<file path="src/rtl/pfcache_reqq_pkg.sv">
// Shared types for the cache-side prefetch request queue: request payload,
// statistics bundle returned to the prefetch engine, and the queue FSM states.
package pfcache_reqq_pkg;

  localparam int LADDR_W = 40;
  localparam int SPTBR_W = 38;
  localparam int STATS_W = 16;

  typedef struct packed {
    logic [SPTBR_W-1:0] sptbr;
    logic [LADDR_W-1:0] laddr;
  } I_pftocache_req_type;

  // Counters narrower than STATS_W are zero-extended into these fields
  typedef struct packed {
    logic [STATS_W-1:0] nhit;
    logic [STATS_W-1:0] nmiss;
    logic [STATS_W-1:0] ndup;
    logic [STATS_W-1:0] ntimeout;
    logic [STATS_W-1:0] nreq;
  } PF_cache_stats_type;

  typedef enum logic [1:0] {
    IDLE  = 2'd0,
    ISSUE = 2'd1,
    WAIT  = 2'd2
  } pfq_state_t;

  function automatic logic laddr_eq(input logic [LADDR_W-1:0] a, input logic [LADDR_W-1:0] b);
    return (a == b);
  endfunction

endpackage

</file>
<file path="src/rtl/pfcache_reqq_satcnt.sv">
// Saturating event counter with a synchronous clear that beats a same-cycle increment.
module pfcache_satcnt #(
  parameter int CNT_W = 16
) (
  input  logic             clk,
  input  logic             reset,
  input  logic             inc,
  input  logic             clr,
  output logic [CNT_W-1:0] cnt
);

  // Count up, stick at all-ones, clear on request
  always_ff @(posedge clk or posedge reset) begin
    if (reset) begin
      cnt <= {CNT_W{1'b0}};
    end else if (clr) begin
      cnt <= {CNT_W{1'b0}};
    end else if (inc && (cnt != {CNT_W{1'b1}})) begin
      cnt <= cnt + CNT_W'(1);
    end else begin
      cnt <= cnt;
    end
  end

endmodule

</file>
<file path="src/rtl/pfcache_reqq.sv">
// Per-bank receiver of prefetch requests: dedups and queues lines, issues one
// tag lookup at a time, and reports hit/miss/dup/timeout/request counts.
module pfcache_reqq
  import pfcache_reqq_pkg::*;
#(
  parameter int DEPTH   = 4,
  parameter int TIMEOUT = 64,
  parameter int CNT_W   = 16
) (
  input  logic                clk,
  input  logic                reset,
  input  logic                pfreq_valid,
  output logic                pfreq_retry,
  input  I_pftocache_req_type pfreq,
  output logic                lookup_valid,
  input  logic                lookup_retry,
  output I_pftocache_req_type lookup,
  input  logic                res_valid,
  input  logic                res_hit,
  input  logic                stats_clear,
  output PF_cache_stats_type  pf_stats
);

  localparam int PTR_W = (DEPTH > 1) ? $clog2(DEPTH) : 1;
  localparam int CNTQ_W = PTR_W + 1;
  localparam int TMR_W = (TIMEOUT > 1) ? $clog2(TIMEOUT) : 1;

  I_pftocache_req_type mem_r [DEPTH];
  logic [PTR_W-1:0]    wr_ptr_r;
  logic [PTR_W-1:0]    rd_ptr_r;
  logic [CNTQ_W-1:0]   count_r;
  logic [CNTQ_W-1:0]   count_next_s;
  logic                full_r;
  pfq_state_t          state_r;
  pfq_state_t          state_next_s;
  logic [TMR_W-1:0]    timer_r;
  logic [LADDR_W-1:0]  inflight_r;

  logic accept_s;
  logic dup_s;
  logic enq_s;
  logic pop_s;
  logic tmo_s;
  logic hit_inc_s;
  logic miss_inc_s;
  logic [PTR_W-1:0] idx_s;

  logic [CNT_W-1:0] nhit_s, nmiss_s, ndup_s, ntimeout_s, nreq_s;

  assign pfreq_retry  = full_r;
  assign accept_s     = pfreq_valid && !full_r;
  assign pop_s        = (state_r == ISSUE) && !lookup_retry;
  assign enq_s        = accept_s && !dup_s;
  assign lookup_valid = (state_r == ISSUE);
  assign lookup       = (state_r == ISSUE) ? mem_r[rd_ptr_r] : '0;
  assign tmo_s        = (state_r == WAIT) && !res_valid && (timer_r == TMR_W'(TIMEOUT - 1));
  assign hit_inc_s    = (state_r == WAIT) && res_valid && res_hit;
  assign miss_inc_s   = (state_r == WAIT) && res_valid && !res_hit;

  // A head being popped this cycle still matches here, standing in for the in-flight copy it becomes
  always_comb begin
    dup_s = 1'b0;
    idx_s = {PTR_W{1'b0}};
    for (int i = 0; i < DEPTH; i++) begin
      idx_s = rd_ptr_r + PTR_W'(i);
      if ((CNTQ_W'(i) < count_r) && laddr_eq(mem_r[idx_s].laddr, pfreq.laddr)) begin
        dup_s = 1'b1;
      end else begin
        dup_s = dup_s;
      end
    end
    if ((state_r == WAIT) && laddr_eq(inflight_r, pfreq.laddr)) begin
      dup_s = 1'b1;
    end else begin
      dup_s = dup_s;
    end
  end

  // Occupancy after this cycle's enqueue and dequeue
  always_comb begin
    count_next_s = count_r;
    if (enq_s && !pop_s) begin
      count_next_s = count_r + CNTQ_W'(1);
    end else if (!enq_s && pop_s) begin
      count_next_s = count_r - CNTQ_W'(1);
    end else begin
      count_next_s = count_r;
    end
  end

  // Lookup sequencing
  always_comb begin
    state_next_s = state_r;
    case (state_r)
      IDLE: begin
        if (count_r != {CNTQ_W{1'b0}}) state_next_s = ISSUE;
        else state_next_s = IDLE;
      end
      ISSUE: begin
        if (pop_s) state_next_s = WAIT;
        else state_next_s = ISSUE;
      end
      WAIT: begin
        if (res_valid || tmo_s) begin
          state_next_s = (count_next_s != {CNTQ_W{1'b0}}) ? ISSUE : IDLE;
        end else begin
          state_next_s = WAIT;
        end
      end
      default: state_next_s = IDLE;
    endcase
  end

  // Queue storage; contents beyond count are don't-care so no reset needed
  always_ff @(posedge clk) begin
    if (enq_s) mem_r[wr_ptr_r] <= pfreq;
  end

  // Pointers, occupancy, FSM state, timer and in-flight address
  always_ff @(posedge clk or posedge reset) begin
    if (reset) begin
      wr_ptr_r   <= {PTR_W{1'b0}};
      rd_ptr_r   <= {PTR_W{1'b0}};
      count_r    <= {CNTQ_W{1'b0}};
      full_r     <= 1'b0;
      state_r    <= IDLE;
      timer_r    <= {TMR_W{1'b0}};
      inflight_r <= {LADDR_W{1'b0}};
    end else begin
      wr_ptr_r <= enq_s ? wr_ptr_r + PTR_W'(1) : wr_ptr_r;
      rd_ptr_r <= pop_s ? rd_ptr_r + PTR_W'(1) : rd_ptr_r;
      count_r  <= count_next_s;
      full_r   <= (count_next_s == CNTQ_W'(DEPTH));
      state_r  <= state_next_s;
      if (pop_s) begin
        timer_r    <= {TMR_W{1'b0}};
        inflight_r <= mem_r[rd_ptr_r].laddr;
      end else if (state_r == WAIT) begin
        timer_r    <= timer_r + TMR_W'(1);
        inflight_r <= inflight_r;
      end else begin
        timer_r    <= timer_r;
        inflight_r <= inflight_r;
      end
    end
  end

  pfcache_satcnt #(.CNT_W(CNT_W)) u_nhit (
    .clk(clk), .reset(reset), .inc(hit_inc_s), .clr(stats_clear), .cnt(nhit_s)
  );
  pfcache_satcnt #(.CNT_W(CNT_W)) u_nmiss (
    .clk(clk), .reset(reset), .inc(miss_inc_s), .clr(stats_clear), .cnt(nmiss_s)
  );
  pfcache_satcnt #(.CNT_W(CNT_W)) u_ndup (
    .clk(clk), .reset(reset), .inc(accept_s && dup_s), .clr(stats_clear), .cnt(ndup_s)
  );
  pfcache_satcnt #(.CNT_W(CNT_W)) u_ntimeout (
    .clk(clk), .reset(reset), .inc(tmo_s), .clr(stats_clear), .cnt(ntimeout_s)
  );
  pfcache_satcnt #(.CNT_W(CNT_W)) u_nreq (
    .clk(clk), .reset(reset), .inc(accept_s), .clr(stats_clear), .cnt(nreq_s)
  );

  assign pf_stats.nhit     = STATS_W'(nhit_s);
  assign pf_stats.nmiss    = STATS_W'(nmiss_s);
  assign pf_stats.ndup     = STATS_W'(ndup_s);
  assign pf_stats.ntimeout = STATS_W'(ntimeout_s);
  assign pf_stats.nreq     = STATS_W'(nreq_s);

endmodule
</file>
<file path="config.mk">
export PLATFORM = sky130hd
export DESIGN_NAME = pfcache_reqq
export DESIGN_NICKNAME = d
export VERILOG_FILES = /design/src/rtl/pfcache_reqq_pkg.sv /design/src/rtl/pfcache_reqq_satcnt.sv /design/src/rtl/pfcache_reqq.sv
export SDC_FILE = /design/constraint.sdc
export NUM_CORES = 1
export LEC_CHECK = 0
export CAP_MARGIN = 40
export CORE_MARGIN = 3
export CORE_UTILIZATION = 62
export CTS_CLUSTER_DIAMETER = 150
export CTS_CLUSTER_SIZE = 8
export DETAILED_ROUTE_END_ITERATION = 12
export PLACE_DENSITY = 0.86
export SYNTH_ARGS = -nofsm -noshare
export SYNTH_HDL_FRONTEND = slang
export SYNTH_SLANG_ARGS = --single-unit
</file>
<file path="constraint.sdc">
create_clock -name clk -period 16.05 [get_ports clk]
set_clock_uncertainty 0.2 [all_clocks]
set_input_delay 4.815 -clock clk [delete_from_list [all_inputs] [get_ports clk]]
set_output_delay 4.815 -clock clk [all_outputs]
set_load 0.03 [all_outputs]
</file>
==> impl_metrics.json <==
{
  "hold_viol": 0,
  "ctsHoldBuffers": 0,
  "initial_utilization_pct": 63.7,
  "grt_setup_unrepaired": "no",
  "gp_congestion": 1.11,
  "grt_pass1_wl_microns": 107000,
  "die_area_sq_um": 41600,
  "cp_data_arrival_time_ns": 4.64,
  "holdWs_ns": 0.292,
  "pre_cts_ws_ns": 6.80,
  "power_density_nw_per_um2": 191,
  "min_path_type": "flip-flop to flip-flop",
  "total_power_w": 0.00546,
  "synth_compound_area_share_pct": 6.00,
  "drive_above_1_share_pct": 11.3,
  "ios": 245,
  "synth-edff-count": 312,
  "synth_top_family_by_area": "multiplexers",
  "grt_max_degree": 151,
  "drv_cap": 0,
  "crit_chain": "buf_12, buf_4, buf_16, mux2i_1, nand2_1, nand2_1, nor2_1, clkdlybuf4s50_1",
  "synth_xor_xnor_area_share_pct": 8.47,
  "clk_pin_slew_ns": 0.05,
  "final_antenna_net_count": 0,
  "wirelength_microns": 70500,
  "post_cts_buffers": 0,
  "cts_inserted_buffers": 61,
  "syn_to_final_growth_pct": 18.1,
  "clk_latency_ns": 0.63,
  "synth_area_leader_cell": "edfxtp_1",
  "synthMuxAreaShare_pct": 18.0,
  "h-tree-depth": 2,
  "stdcell_area_sq_um": 28700,
  "synth.area.top_cells": "edfxtp_1 39%, dfrtp_1 14%, mux4_2 9.1%",
  "rows": 71,
  "yosys.area_share.simple_pct": 10.9,
  "crit_fanout": 150,
  "placed_cell_area_sq_um": 26900,
  "critical_path.endpoint_type": "output port",
  "ys.warnings.count": 0,
  "hpwl_microns": 47500,
  "fmax_mhz": 104,
  "setup_viol": 0,
  "power_leakage_nw": 10.5,
  "synthCells": 1940,
  "overflow": 0,
  "clkSinkCount": 448,
  "min_period_over_period_pct": 60.1,
  "first_iter_violations": 2247,
  "synth-seq-area-share_pct": 52.6,
  "dr.pass1.iters": 6,
  "synth_seq_cells": 448,
  "die_h_microns": 204,
  "syn-cell-area_sq_um": 24300,
  "period_needed_ns": 9.65,
  "syn_area_per_cell_sq_um": 12.5,
  "crit_type": "flip-flop to output port",
  "synth-adder-area-share_pct": 0.721,
  "cp_slowest_stage_delay_ns": 0.83,
  "port_buffers": 244,
  "syn-num-nets": 2039,
  "route.vias.total": 17503,
  "core-area_sq_um": 38100,
  "insertedDiodeCount": 0,
  "nFillCells": 2361,
  "setup_slack_ns": 6.40,
  "fin_tns_setup_ns": 0,
  "vdd_drop_max_uv": 159,
  "slew_violations": 0,
  "cp_slowest_cell": "dfrtp_4",
  "slew_headroom_pct": 32.6,
  "synthDistinctLibCells": 74,
  "async_flop_share_pct": 30.4,
  "cts.path.max_buffers": 3,
  "finalNetCount": 2235,
  "grtUsageTotal_pct": 34.0,
  "dieWidth_microns": 204,
  "first_global_vias": 17398,
  "root_buffer": "clkbuf_16",
  "crit_top_cell": "nand2_1",
  "cts_tree": "built",
  "worst_slew_pin_slew_ns": 1.01,
  "drc": 0,
  "cp_data_required_time_ns": 11.03,
  "wl_per_cell_microns": 26.2,
  "cp-start-kind": "flip-flop",
  "status": "finished, final reports clean",
  "viasPerCell": 6.51,
  "yosys_most_used_dff": "edfxtp_1",
  "synth_top_area_share_pct": 38.6,
  "cts-resized-gates": 0,
  "antenna_found_initial": 1
}
-- power breakdown --
group | switching, W | internal, W
clock network | 0.000492 | 0.000706
logic | 0.00153 | 0.00104
registers | 0.000189 | 0.00151
total | 0.00221 | 0.00325
-- path summary, 6_finish.rpt --
kind | depth (start not counted) | end | start | slack (ns)
min in group asynchronous | 2 | u_ntimeout.cnt[9]$_DFFE_PP0P_ | reset | 4.52
min reg2reg | 1 | timer_r[2]$_DFFE_PP0P_ | timer_r[2]$_DFFE_PP0P_ | 0.29
max in group asynchronous | 3 | inflight_r[17]$_DFFE_PP0P_ | reset | 9.83
max | 8 | lookup[5] | rd_ptr_r[1]$_DFFE_PP0P_ | 6.40
max reg2reg | 12 | mem_r[0][23]$_DFFE_PP_ | rd_ptr_r[1]$_DFFE_PP0P_ | 9.57
min | 1 | timer_r[2]$_DFFE_PP0P_ | timer_r[2]$_DFFE_PP0P_ | 0.29
-- layout by cell type, fill, tap and decap left out, types with 17 or more instances in the layout --
master / count
clkbuf_1: 42
a21oi_1: 35
nand4_1: 41
nor4_1: 29
o22ai_1: 17
nor2_1: 147
dfrtp_1: 134
mux2_2: 33
nand2_1: 193
xor2_1: 110
mux2i_1: 163
edfxtp_1: 312
clkdlybuf4s50_1: 243
clkbuf_16: 61
nand3_1: 37
xnor2_1: 125
and2_1: 40
or3_1: 17
mux4_2: 98
o21ai_0: 98
inv_1: 19
-- area by class of cell --
type | count | area, sq um | share of cell area, %
flip-flops and latches | 448 | 12800 | 44.6
multi-input cells | 1340 | 10700 | 37.4
repair buffers | 264 | 2680 | 9.35
clock buffers | 103 | 1680 | 5.87
well taps | 511 | 639 | 2.23
inverters | 21 | 83.8 | 0.292
clock inverters | 3 | 76.3 | 0.266
-- layer usage --
metal | track usage [%] | vias to the layer above | wire (microns)
met3 | 6.94 | 170 | 7200
met1 | 47.8 | 8701 | 27600
met4 | 11.4 | 2 | 2500
li1 | - | 7589 | -
met5 | 0 | - | 17
met2 | 53.9 | 1041 | 33100
-- synthesized netlist by cell type, drive strengths merged (41+ instances only) --
| library cell | number |
|---|---|
| buf | 57 |
| clkbuf | 74 |
| dfrtp | 136 |
| edfxtp | 312 |
| mux2i | 168 |
| mux4 | 98 |
| nand2 | 193 |
| nand4 | 41 |
| nor2 | 147 |
| o21ai | 99 |
| xnor2 | 125 |
| xor2 | 110 |
-- logic make-up (layout without fill, tap and decap cells) --
group / count (synthesis) / in the layout
buf+inv: 152 / 391
flops: 448 / 448
mux: 306 / 306
simple gates: 560 / 560
compound gates: 225 / 225
xor+xnor: 235 / 235
fa+ha+maj: 14 / 14
-- registers in the layout, indices dropped and copies added (netlist names) --
register / count
pfreq_retry: 1
state_r: 2
u_nmiss.cnt: 16
count_r: 3
u_nreq.cnt: 16
u_ntimeout.cnt: 16
timer_r: 6
u_nhit.cnt: 16
inflight_r: 40
mem_r: 312
wr_ptr_r: 2
rd_ptr_r: 2
u_ndup.cnt: 16
-- metrics by stage --
stage	utilization, %	cells
6_report	75.3	2690
3_3_place_gp	70.3	2577
5_1_grt	75.3	2690
4_1_cts	75.3	2690
3_5_place_dp	70.6	2584
2_1_floorplan	-	1940
-- worst max-delay path: cells and delay by family, from the launching register on --
kind | cells | cell delay (ns)
multiplexers | 1 | 0.52
flip-flops | 1 | 0.83
buffers and inverters | 4 | 2.10
AND/OR/NAND/NOR | 3 | 0.33
Power figures use the tool's default switching activity.
